$ cat src/rtl/bidir_bus_ctrl.sv
// Half-duplex arbiter for a shared bidirectional bus buffer. It alternates ownership
// round-robin, caps each tenure's length, and inserts bus-quiet cycles before any direction flip.
module bidir_bus_ctrl #(
  parameter int TURN_CYC  = 2,
  parameter int MAX_BURST = 16
) (
  input  logic clk,
  input  logic rst,
  input  logic req_a,
  input  logic req_b,
  output logic gnt_a,
  output logic gnt_b,
  output logic dir,
  output logic oe,
  output logic busy
);

  typedef enum logic [1:0] {
    IDLE  = 2'd0,
    TURN  = 2'd1,
    OWN_A = 2'd2,
    OWN_B = 2'd3
  } state_t;

  localparam logic [3:0] TURN_INIT  = 4'(TURN_CYC - 1);
  localparam logic [7:0] BURST_LAST = 8'(MAX_BURST - 1);
  localparam logic       SIDE_A     = 1'b0;
  localparam logic       SIDE_B     = 1'b1;

  state_t     state_reg;
  logic [3:0] turn_cnt_reg;
  logic [7:0] burst_cnt_reg;
  logic       last_owner_reg;

  // A tie goes to whichever side did not own the bus last.
  logic win_b;
  logic any_req;
  logic turn_req;

  assign any_req  = req_a | req_b;
  assign win_b    = req_b & (~req_a | (last_owner_reg == SIDE_A));
  assign turn_req = dir ? req_b : req_a;

  always_ff @(posedge clk or posedge rst) begin
    if (rst) begin
      state_reg      <= IDLE;
      turn_cnt_reg   <= '0;
      burst_cnt_reg  <= '0;
      last_owner_reg <= SIDE_B;
      gnt_a          <= 1'b0;
      gnt_b          <= 1'b0;
      dir            <= 1'b0;
      oe             <= 1'b0;
      busy           <= 1'b0;
    end else begin
      case (state_reg)
        IDLE: begin
          if (any_req) begin
            busy <= 1'b1;
            if (win_b == dir) begin
              state_reg     <= win_b ? OWN_B : OWN_A;
              burst_cnt_reg <= '0;
              gnt_a         <= ~win_b;
              gnt_b         <= win_b;
              oe            <= 1'b1;
            end else begin
              // Direction flips only here, while oe is already low.
              state_reg    <= TURN;
              dir          <= win_b;
              turn_cnt_reg <= TURN_INIT;
            end
          end
        end

        TURN: begin
          if (turn_cnt_reg == 4'd0) begin
            if (turn_req) begin
              state_reg     <= dir ? OWN_B : OWN_A;
              burst_cnt_reg <= '0;
              gnt_a         <= ~dir;
              gnt_b         <= dir;
              oe            <= 1'b1;
            end else begin
              state_reg <= IDLE;
              busy      <= 1'b0;
            end
          end else begin
            turn_cnt_reg <= turn_cnt_reg - 4'd1;
          end
        end

        OWN_A, OWN_B: begin
          if (!(state_reg == OWN_A ? req_a : req_b) || burst_cnt_reg == BURST_LAST) begin
            state_reg      <= IDLE;
            last_owner_reg <= (state_reg == OWN_B) ? SIDE_B : SIDE_A;
            gnt_a          <= 1'b0;
            gnt_b          <= 1'b0;
            oe             <= 1'b0;
            busy           <= 1'b0;
          end else begin
            burst_cnt_reg <= burst_cnt_reg + 8'd1;
          end
        end

        default: begin
          state_reg <= IDLE;
          gnt_a     <= 1'b0;
          gnt_b     <= 1'b0;
          oe        <= 1'b0;
          busy      <= 1'b0;
        end
      endcase
    end
  end

endmodule

$ cat config.mk
export PLATFORM = sky130hd
export DESIGN_NAME = bidir_bus_ctrl
export DESIGN_NICKNAME = d
export VERILOG_FILES = /design/src/rtl/bidir_bus_ctrl.sv
export SDC_FILE = /design/constraint.sdc
export NUM_CORES = 1
export LEC_CHECK = 0
export BUFFER_PORTS_ARGS = -buffer_cell sky130_fd_sc_hd__buf_2
export CAP_MARGIN = 0
export CORE_UTILIZATION = 35
export CTS_CLUSTER_SIZE = 40
export DETAILED_ROUTE_END_ITERATION = 7
export MAX_ROUTING_LAYER = met4
export SYNTH_ARGS = -nofsm -noshare
export SYNTH_HDL_FRONTEND = slang
export SYNTH_SLANG_ARGS = --single-unit
$ cat constraint.sdc
create_clock -name clk -period 2.5 [get_ports clk]
set_input_delay 0.125 -clock clk [delete_from_list [all_inputs] [get_ports clk]]
set_output_delay 0.125 -clock clk [all_outputs]
set_load 0.01 [all_outputs]
# == Word level (Yosys, flattened, before mapping) ==
# Cells that the tools add are included.
# word_totals
register_bits,20
out_inout_bits,5
wordCells,87
# op_classes
n_addsub,2
n_eq_ne,14
n_mux,41
bitwise_logic,8
reduce_logical,13
# op_table
cell,n
$mux W8,5
$pmux W8 S3,1
$mux W1,21
$ne A2 B2 Y1 const B,9
$mux W4,3
$pmux W1 S3,4
$mux W2,5
$reduce_and A5 Y1,2
$add A8 B1 Y8 const B,1
$eq A8 B4 Y1 const B,1
$pmux W4 S2,1
$reduce_and A4 Y1,2
$pmux W2 S3,1
$reduce_and A3 Y1,2
$not A1 Y1,5
$eq A2 B2 Y1 const B,2
$logic_not A4 Y1,1
$sub A4 B1 Y4 const B,1
$eq A2 B1 Y1 const B,1
$logic_not A2 Y1,1
$or A1 B1 Y1,2
$reduce_and A2 Y1,1
$reduce_bool A2 Y1,1
$reduce_or A2 Y1,1
other kinds (4),4

# == Depth between registers and ports, before layout ==
# Gate-level depths: netlist (run 1).
# logic_depth
ltp_word,7
mapped_depth,6
depth_no_buf,6

# == Least setup slack after synthesis (run 1) ==
# Ideal clock, no wire load.
# synth_path
kind,reg-to-reg
start,register last_owner_reg
end,register turn_cnt_reg[1]
setup_ns,0.132
t_arrival_ns,1.594
required_ns,2.368
path_slack_ns,0.774
stages_incl_launch_ff,7
period_less_slack_ns,1.726
path_cell_list,dfstp_2 > a21bo_2 > ha_1 > nand2b_1 > or3_1 > and2_1 > o2bb2ai_1
# synth_between
elab_chain_len,6
# synth_rtl
item,line_no,text
start: declaration,33,logic last_owner_reg;
start signal: assignment,95,last_owner_reg <= (state_reg == OWN_B) ? SIDE_B : SIDE_A;
$not A1 Y1,41,assign win_b = req_b & (~req_a | (last_owner_reg == SIDE_A));
$or A1 B1 Y1,41,
$and A1 B1 Y1,41,
$eq A1 B1 Y1,60,if (win_b == dir) begin
$ne A2 B2 Y1 (no line),-,
$reduce_and A4 Y1 (no line),-,
end signal: assignment,88,turn_cnt_reg <= turn_cnt_reg - 4'd1;
end: declaration,31,logic [3:0] turn_cnt_reg;
# Every way passes these cells.
# A chain may end at the register's enable or synchronous reset.

# == Worst setup path after layout (run 1) ==
# layout_path
start,register last_owner_reg
end,register gnt_a
# layout_between
elab_chain_len,7
# layout_rtl
item,line_no,text
$not A1 Y1 *,41,
$or A1 B1 Y1 *,41,
$and A1 B1 Y1 *,41,
$not A1 Y1,63,gnt_a <= ~win_b;
$mux W1,60,
$mux W1,58,if (any_req) begin
$pmux W1 S3,56,case (state_reg)
end signal: assignment,63,
end signal: assignment,80,gnt_a <= ~dir;
end: declaration,11,"output logic gnt_a,"
# Mark *: on every way between the ends. The rest lies on a longest branch, timed or not. The select of a mux whose other input is x is not followed.

==> impl_results.md, run 1 <==
* Drt initial violations at 77
* Most common cell after layout, fill and taps aside: dfrtp_1
* Pleak at 0.554 nW
* Hold_buf cts at 1
* Via count at 967
* Fin util at 41.6%
* Asr flop ratio synth at 100%
* Seq/Total Area, Yosys at 42.3%
* Die Span X at 60.2 µm
* Grt met3 use at 2.60%
* Area of the multi-input gates at 621 µm²
* Max-slew violations at 0
* Wire length of the first global-routing pass at 4.29 mm
* Total Nets Final at 140
* Cts bufs inserted at 3
* Power per cell area at 1190 nW/µm²
* Grt ovf at 0
* FP Rows at 20
* GR Util met1 at 21.4%
* IO Count at 9
* Final period util at 75.0%
* Crit path time final at 1.88 ns
* Fmax at 533 MHz
* Routed len/inst at 14.1 µm
* Worst EP required at 2.75 ns
* PnR Total Power at 0.00155 W
* DP HPWL at 1.79 mm
* Fin Clk Skew at 0.00101 ns
* CP Launch Type: flop
* ANT nets after route at 0
* Most frequent cells in the layout: dfrtp_1 (19), inv_1 (10), a21oi_1 (9)
* Initial antenna violation count at 0
* Setup TNS at 0 ns
* Mapped Avg Cell Area at 9.71 µm²
* R2R Path Start: last_owner_reg$_DFFE_PP1P_
* Worst min path class: in2reg
* Reg2reg path depth at 6
* Rel. slew slack at 49.0%
* CP Cell Sequence: a21bo_2, ha_1, nand2b_1, o211ai_1, nor3_1, a221o_1
* Number of library cell types mapped by synthesis at 42
* Reg2reg end: gnt_a$_DFFE_PP0P_
* Max-cap violation count at 0
* Worst setup path endpoint: gnt_a$_DFFE_PP0P_
* Clk_lat worst skew at 0.30 ns
* Status: complete, no violations
* Worst setup path class: reg2reg
* Number of antenna diodes at 0
* Vias in the first global route at 953
* Worst Setup SP: last_owner_reg$_DFFE_PP1P_
* Total routed wirelength at 2.46 mm
* Main synth FF type: dfrtp_1
* Worst-margin pin slew at 0.765 ns
* Num Clock Sinks at 20
* Vias per cell at 5.53
* Cell Area, Synth at 1180 µm²
* RD Place Congestion at 0.830
* Unrepaired setup endpoints after global routing: false
* Root Buffer: clkbuf_4
* Post-CTS setup buffers at 0
* H-Tree Depth at 1
* Fill count at 319
* CTS tree: done
* Largest net degree at the start of global routing at 21
* CP peak stage delay at 0.55 ns
* DRC at 0
* Final hold slack at 0.241 ns
* Syn nets at 130
* Syn. warnings at 0
* Cells after Synth at 122
* Starting Density at 37.9%
* Register Area at 502 µm²
* # resized after CTS at 0
* Reg-to-reg slack, setup at 0.62 ns
* Input/output buffers at 8
* Worst Path Max Fanout at 8
* Slowest CP cell: dfstp_2
* Final hold viol count at 0
* Core box area at 3130 µm²
* Register bit total from synthesis at 20
* Max reg flops at 8
* Critical Path End Type: flop
* Worst IR Drop VDD at 0.327 mV
* Layout cells sized above 1 at 16.0%
* GRT Util Overall at 16.6%
* Die Y at 60.2 µm
* Clk slew on worst S/H paths at 0.11 ns
* Area grow syn2layout at 9.82%
* Die ar. at 3620 µm²
* Setup Viol. Count Final at 0
* GR peak layer: met2
* Critical Path AT at 2.12 ns
* EDFF count, synth at 0
* Met2 GRT Util at 24.6%
* Longest Clk Path Bufs at 2
* Drt pass-1 iters at 8
## through the flow
step	setup slack, ns	area, µm²	instances
final	0.625	1300	175
after CTS	0.644	1300	175
after floorplan	0.774	1180	122
after global placement	0.712	1250	170
after global routing	0.537	1300	175
after detailed placement	0.680	1250	170
## critical path: cells and delay by family, from the launching register on
family                   cells  cell delay, ns
AO/OA/AOI/OAI                3            0.60
flip-flops                   1            0.55
AND/OR/NAND/NOR              2            0.44
adder cells (fa/ha/maj)      1            0.23
## worst min-delay path by stage
stage	start	end	slack (ns)	cells after the start
2_1_floorplan	rst	burst_cnt_reg[0]$_DFFE_PP0P_	0.09	1
3_3_place_gp	rst	turn_cnt_reg[3]$_DFFE_PP0P_	0.30	2
3_5_place_dp	rst	turn_cnt_reg[3]$_DFFE_PP0P_	0.30	2
4_1_cts	req_a	dir$_DFFE_PP0P_	0.24	3
5_1_grt	req_a	dir$_DFFE_PP0P_	0.28	3
6_report	req_a	dir$_DFFE_PP0P_	0.24	3
## power by group
| group | total (W) | leakage (nW) | internal, W | switching [W] |
|---|---|---|---|---|
| combinational | 0.000754 | 0.280 | 0.000314 | 0.000439 |
| clock | 0.000193 | 0.0210 | 0.0000889 | 0.000104 |
| sequential | 0.000606 | 0.253 | 0.000453 | 0.000153 |
## final cells by class
class	instances	share of cell area (%)
multi-input cells	88	47.7
flip-flops and latches	20	38.6
well taps	44	4.23
repair buffers	9	3.85
inverters	10	2.88
clock buffers	4	2.79
## logic make-up after synthesis
family	Yosys count	synth area share, %
DFF	20	42.3
muxes	2	2.01
AOI/OAI and AO/OA	48	29.5
adders and majority gates	4	4.22
buffers and inverters	14	5.28
and+or+nand+nor	34	16.7
## routing by layer
metal | vias up | routed length [µm]
li1 | 473 | -
met1 | 472 | 1220
met2 | 17 | 1130
met3 | 5 | 75
met4 | 0 | 44
met5 | - | 0
## synth_stat cells, drive strengths merged, types with 2 or more instances
cell type,instances,area (µm²)
dfrtp,19,475
a21oi,10,53.8
inv,10,37.5
nand2,9,41.3
o21ai,9,45.0
a31oi,6,37.5
nor2,6,22.5
o2bb2ai,5,43.8
ha,4,50.1
o211ai,4,30.0
and2,3,18.8
buf,3,21.3
o31ai,3,22.5
or3,3,18.8
mux2i,2,23.8
nand2b,2,12.5
nand3,2,10.0
nand4,2,12.5
nor3,2,10.0
(Power assumes the default switching activity.)
==> inputs of run 2 (changes only) <==
- ABC_AREA: unset -> 1
- clock period: 2.5 -> 1.7 ns (I/O delays scaled with it)
==> run 2 against run 1 <==
Fmax increased by 15%; first-iteration DRC count down 61%; non-clock buffer count rose by 5; highest routed layer unchanged; clock power increased by 20%; register-to-register slack got worse by 0.55 ns; worst hold slack got worse by 0.080 ns.
==> impl_results.md, run 2 <==
* Sequential power share at 31.5%
* Initial antenna violation count at 0
* Cts bufs inserted at 3
* CP Launch Type: flop
* Worst EP required at 1.90 ns
* GRT Util Overall at 15.0%
* Worst IR Drop VDD at 0.745 mV
* Max-slew violations at 0
* Number of antenna diodes at 0
* Slack of the critical path at 0.0746 ns
* Routed len/inst at 10.1 µm
* Area grow syn2layout at 15.7%
* Critical Path AT at 1.83 ns
* DP HPWL at 1.83 mm
* Worst setup path endpoint: burst_cnt_reg[0]$_DFFE_PP0P_
* Setup Viol. Count Final at 0
* Longest Clk Path Bufs at 2
* IO Count at 9
* Setup TNS at 0 ns
* FP Rows at 21
* Vias per cell at 4.69
* Input/output buffers at 8
* Die ar. at 3820 µm²
* Comb power frac at 58.6%
* Crit path time final at 1.63 ns
* Root Buffer: clkbuf_4
* Vias in the first global route at 943
* Rel. slew slack at 82.9%
* Clk_lat worst skew at 0.30 ns
* Total routed wirelength at 2.41 mm
* Fmax at 615 MHz
* Max-cap violation count at 0
* Most common cell after layout, fill and taps aside: nand2_1
* Clk network pwr share at 9.9%
* Via count at 1122
* Reg2reg path depth at 9
* Wire length of the first global-routing pass at 4.03 mm
* Num Clock Sinks at 20
* Number of library cell types mapped by synthesis at 21
* Asr flop ratio synth at 100%
* Clk slew on worst S/H paths at 0.11 ns
* Cell taking the most area after synthesis: dfrtp_1
* Synth cell count leaders: nand2_1 (66), inv_1 (21), dfrtp_1 (19), nand3_1 (19), nor2_1 (14)
* Worst Setup SP: last_owner_reg$_DFFE_PP1P_
* Switching share of power at 48.0%
* Worst hold start: req_a
* Most frequent cells in the layout: nand2_1 (64), inv_1 (21), nand3_1 (19), dfrtp_1 (19), nor2_1 (14)
* Seq/Total Area, Yosys at 40.1%
* Starting Density at 37.0%
* Worst setup path class: reg2reg
* Syn. warnings at 0
* CTS tree: done
* Grt ovf at 0
* Die Y at 61.8 µm
* Syn nets at 182
* Worst-margin pin slew at 0.257 ns
* Reg2reg end: burst_cnt_reg[0]$_DFFE_PP0P_
* Top-count cell post-synth: nand2_1
* Cell-internal power at 0.00121 W
* Final Cell Area at 1450 µm²
* Die Span X at 61.8 µm
* Total Nets Final at 202
* Final period util at 95.6%
* R2R Path Start: last_owner_reg$_DFFE_PP1P_
* Cells after Synth at 174
* Pre-CTS setup slack at 0.0252 ns
* Placed Area at 1390 µm²
* Top cells by area, synth: dfrtp_1 (38%), nand2_1 (20%), nand3_1 (7.6%)
* Main synth FF type: dfrtp_1
* Drt initial violations at 30
* ANT nets after route at 0
* Status: complete, no violations
* Core box area at 3390 µm²
* RD Place Congestion at 0.881
* Cell Area, Synth at 1250 µm²
* Worst min path class: in2reg
* Power per cell area at 1610 nW/µm²
* Register bit total from synthesis at 20
* Worst Path Max Fanout at 8
* Yosys top cell area share at 38.0%
* Fin Clk Skew at 0.00130 ns
* H-Tree Depth at 1
* Layout cells sized above 1 at 17.1%
* Reg-to-reg slack, setup at 0.07 ns
* P_sw at 0.00112 W
* Max reg flops at 8
* Mapped Avg Cell Area at 7.20 µm²
* Largest net degree at the start of global routing at 21
* Drt pass-1 iters at 4
* Critical Path End Type: flop
* EDFF count, synth at 0
* Final hold viol count at 0
* Post-CTS setup buffers at 0
* DRC at 0
* Pleak at 0.791 nW
-- run 2: changes by cell type after synthesis, sizes merged, moves of 4 or more --
| cell | change |
|---|---|
| nand2 | +64 |
| a21oi | -6 |
| inv | +14 |
| nor2 | +9 |
| o2bb2ai | -5 |
| a31oi | -6 |
| o21ai | -5 |
| nand3 | +17 |
| o211ai | -4 |
-- run 2: per-layer routing --
metal	vias up	routed length (µm)	GRT usage [%]
li1	588	-	-
met1	504	1230	20.5
met2	23	1040	21.7
met3	7	66	1.86
met4	0	62	7.62
met5	-	0	-
-- run 2: cell families (layout without fill, tap and decap cells) --
group | Yosys count | count (layout) | share of synthesized area (%)
compound gates | 13 | 13 | 6.09
flops | 20 | 20 | 40.1
simple gates | 110 | 111 | 40.4
buf+inv | 24 | 42 | 7.39
xor+xnor | 3 | 3 | 2.10
fa+ha+maj | 4 | 4 | 4.00
-- run 2: layout make-up --
type / instances / area, µm²
fill: 346 / 1940
multi-input combinational: 131 / 683
sequential: 20 / 502
inverter: 24 / 92.6
timing repair buffer: 14 / 87.6
tap: 46 / 57.6
clock buffer: 4 / 26.3
-- run 2: power by group through the flow --
stage	Clock [W]	Sequential, W	Combinational, W
after floorplan	0	0.000757	0.000939
after detailed placement	0	0.000740	0.00129
final	0.000232	0.000735	0.00137
after global routing	0.000259	0.000764	0.00156
after CTS	0.000246	0.000731	0.00130
after global placement	0	0.000740	0.00129
-- run 2: through the flow --
step | power, W | util, % | hold WS [ns] | cells
floorplan | 0.00170 | - | 0.0481 | 174
global placement | 0.00203 | 40.9 | 0.121 | 233
detailed placement | 0.00203 | 40.9 | 0.127 | 233
CTS | 0.00228 | 42.0 | 0.165 | 238
global route | 0.00259 | 42.7 | 0.202 | 239
finish | 0.00234 | 42.7 | 0.161 | 239
-- run 2: worst min path at each step --
| stage | to | cells after the start |
|---|---|---|
| 2_1_floorplan | burst_cnt_reg[0]$_DFFE_PP0P_ | 1 |
| 3_3_place_gp | burst_cnt_reg[1]$_DFFE_PP0P_ | 3 |
| 3_5_place_dp | burst_cnt_reg[1]$_DFFE_PP0P_ | 3 |
| 4_1_cts | busy$_DFFE_PP0P_ | 5 |
| 5_1_grt | dir$_DFFE_PP0P_ | 4 |
| 6_report | dir$_DFFE_PP0P_ | 4 |
-- run 2: worst max-delay path: stages, from the launching register on --
cell and delay (ns):
dfstp_2 0.39, a21oi_2 0.18, inv_1 0.08, ha_1 0.32
nand2_2 0.11, nand2_4 0.09, nor2_8 0.16, nand2_4 0.09
nand2_1 0.06, nand2_1 0.05
-- run 2: timing repair --
action | CTS | global route
setup endpoints to repair | 0 | 13
hold endpoints to repair | 19 | 0
gates resized for setup | 0 | 4
hold buffers | 1 | 0
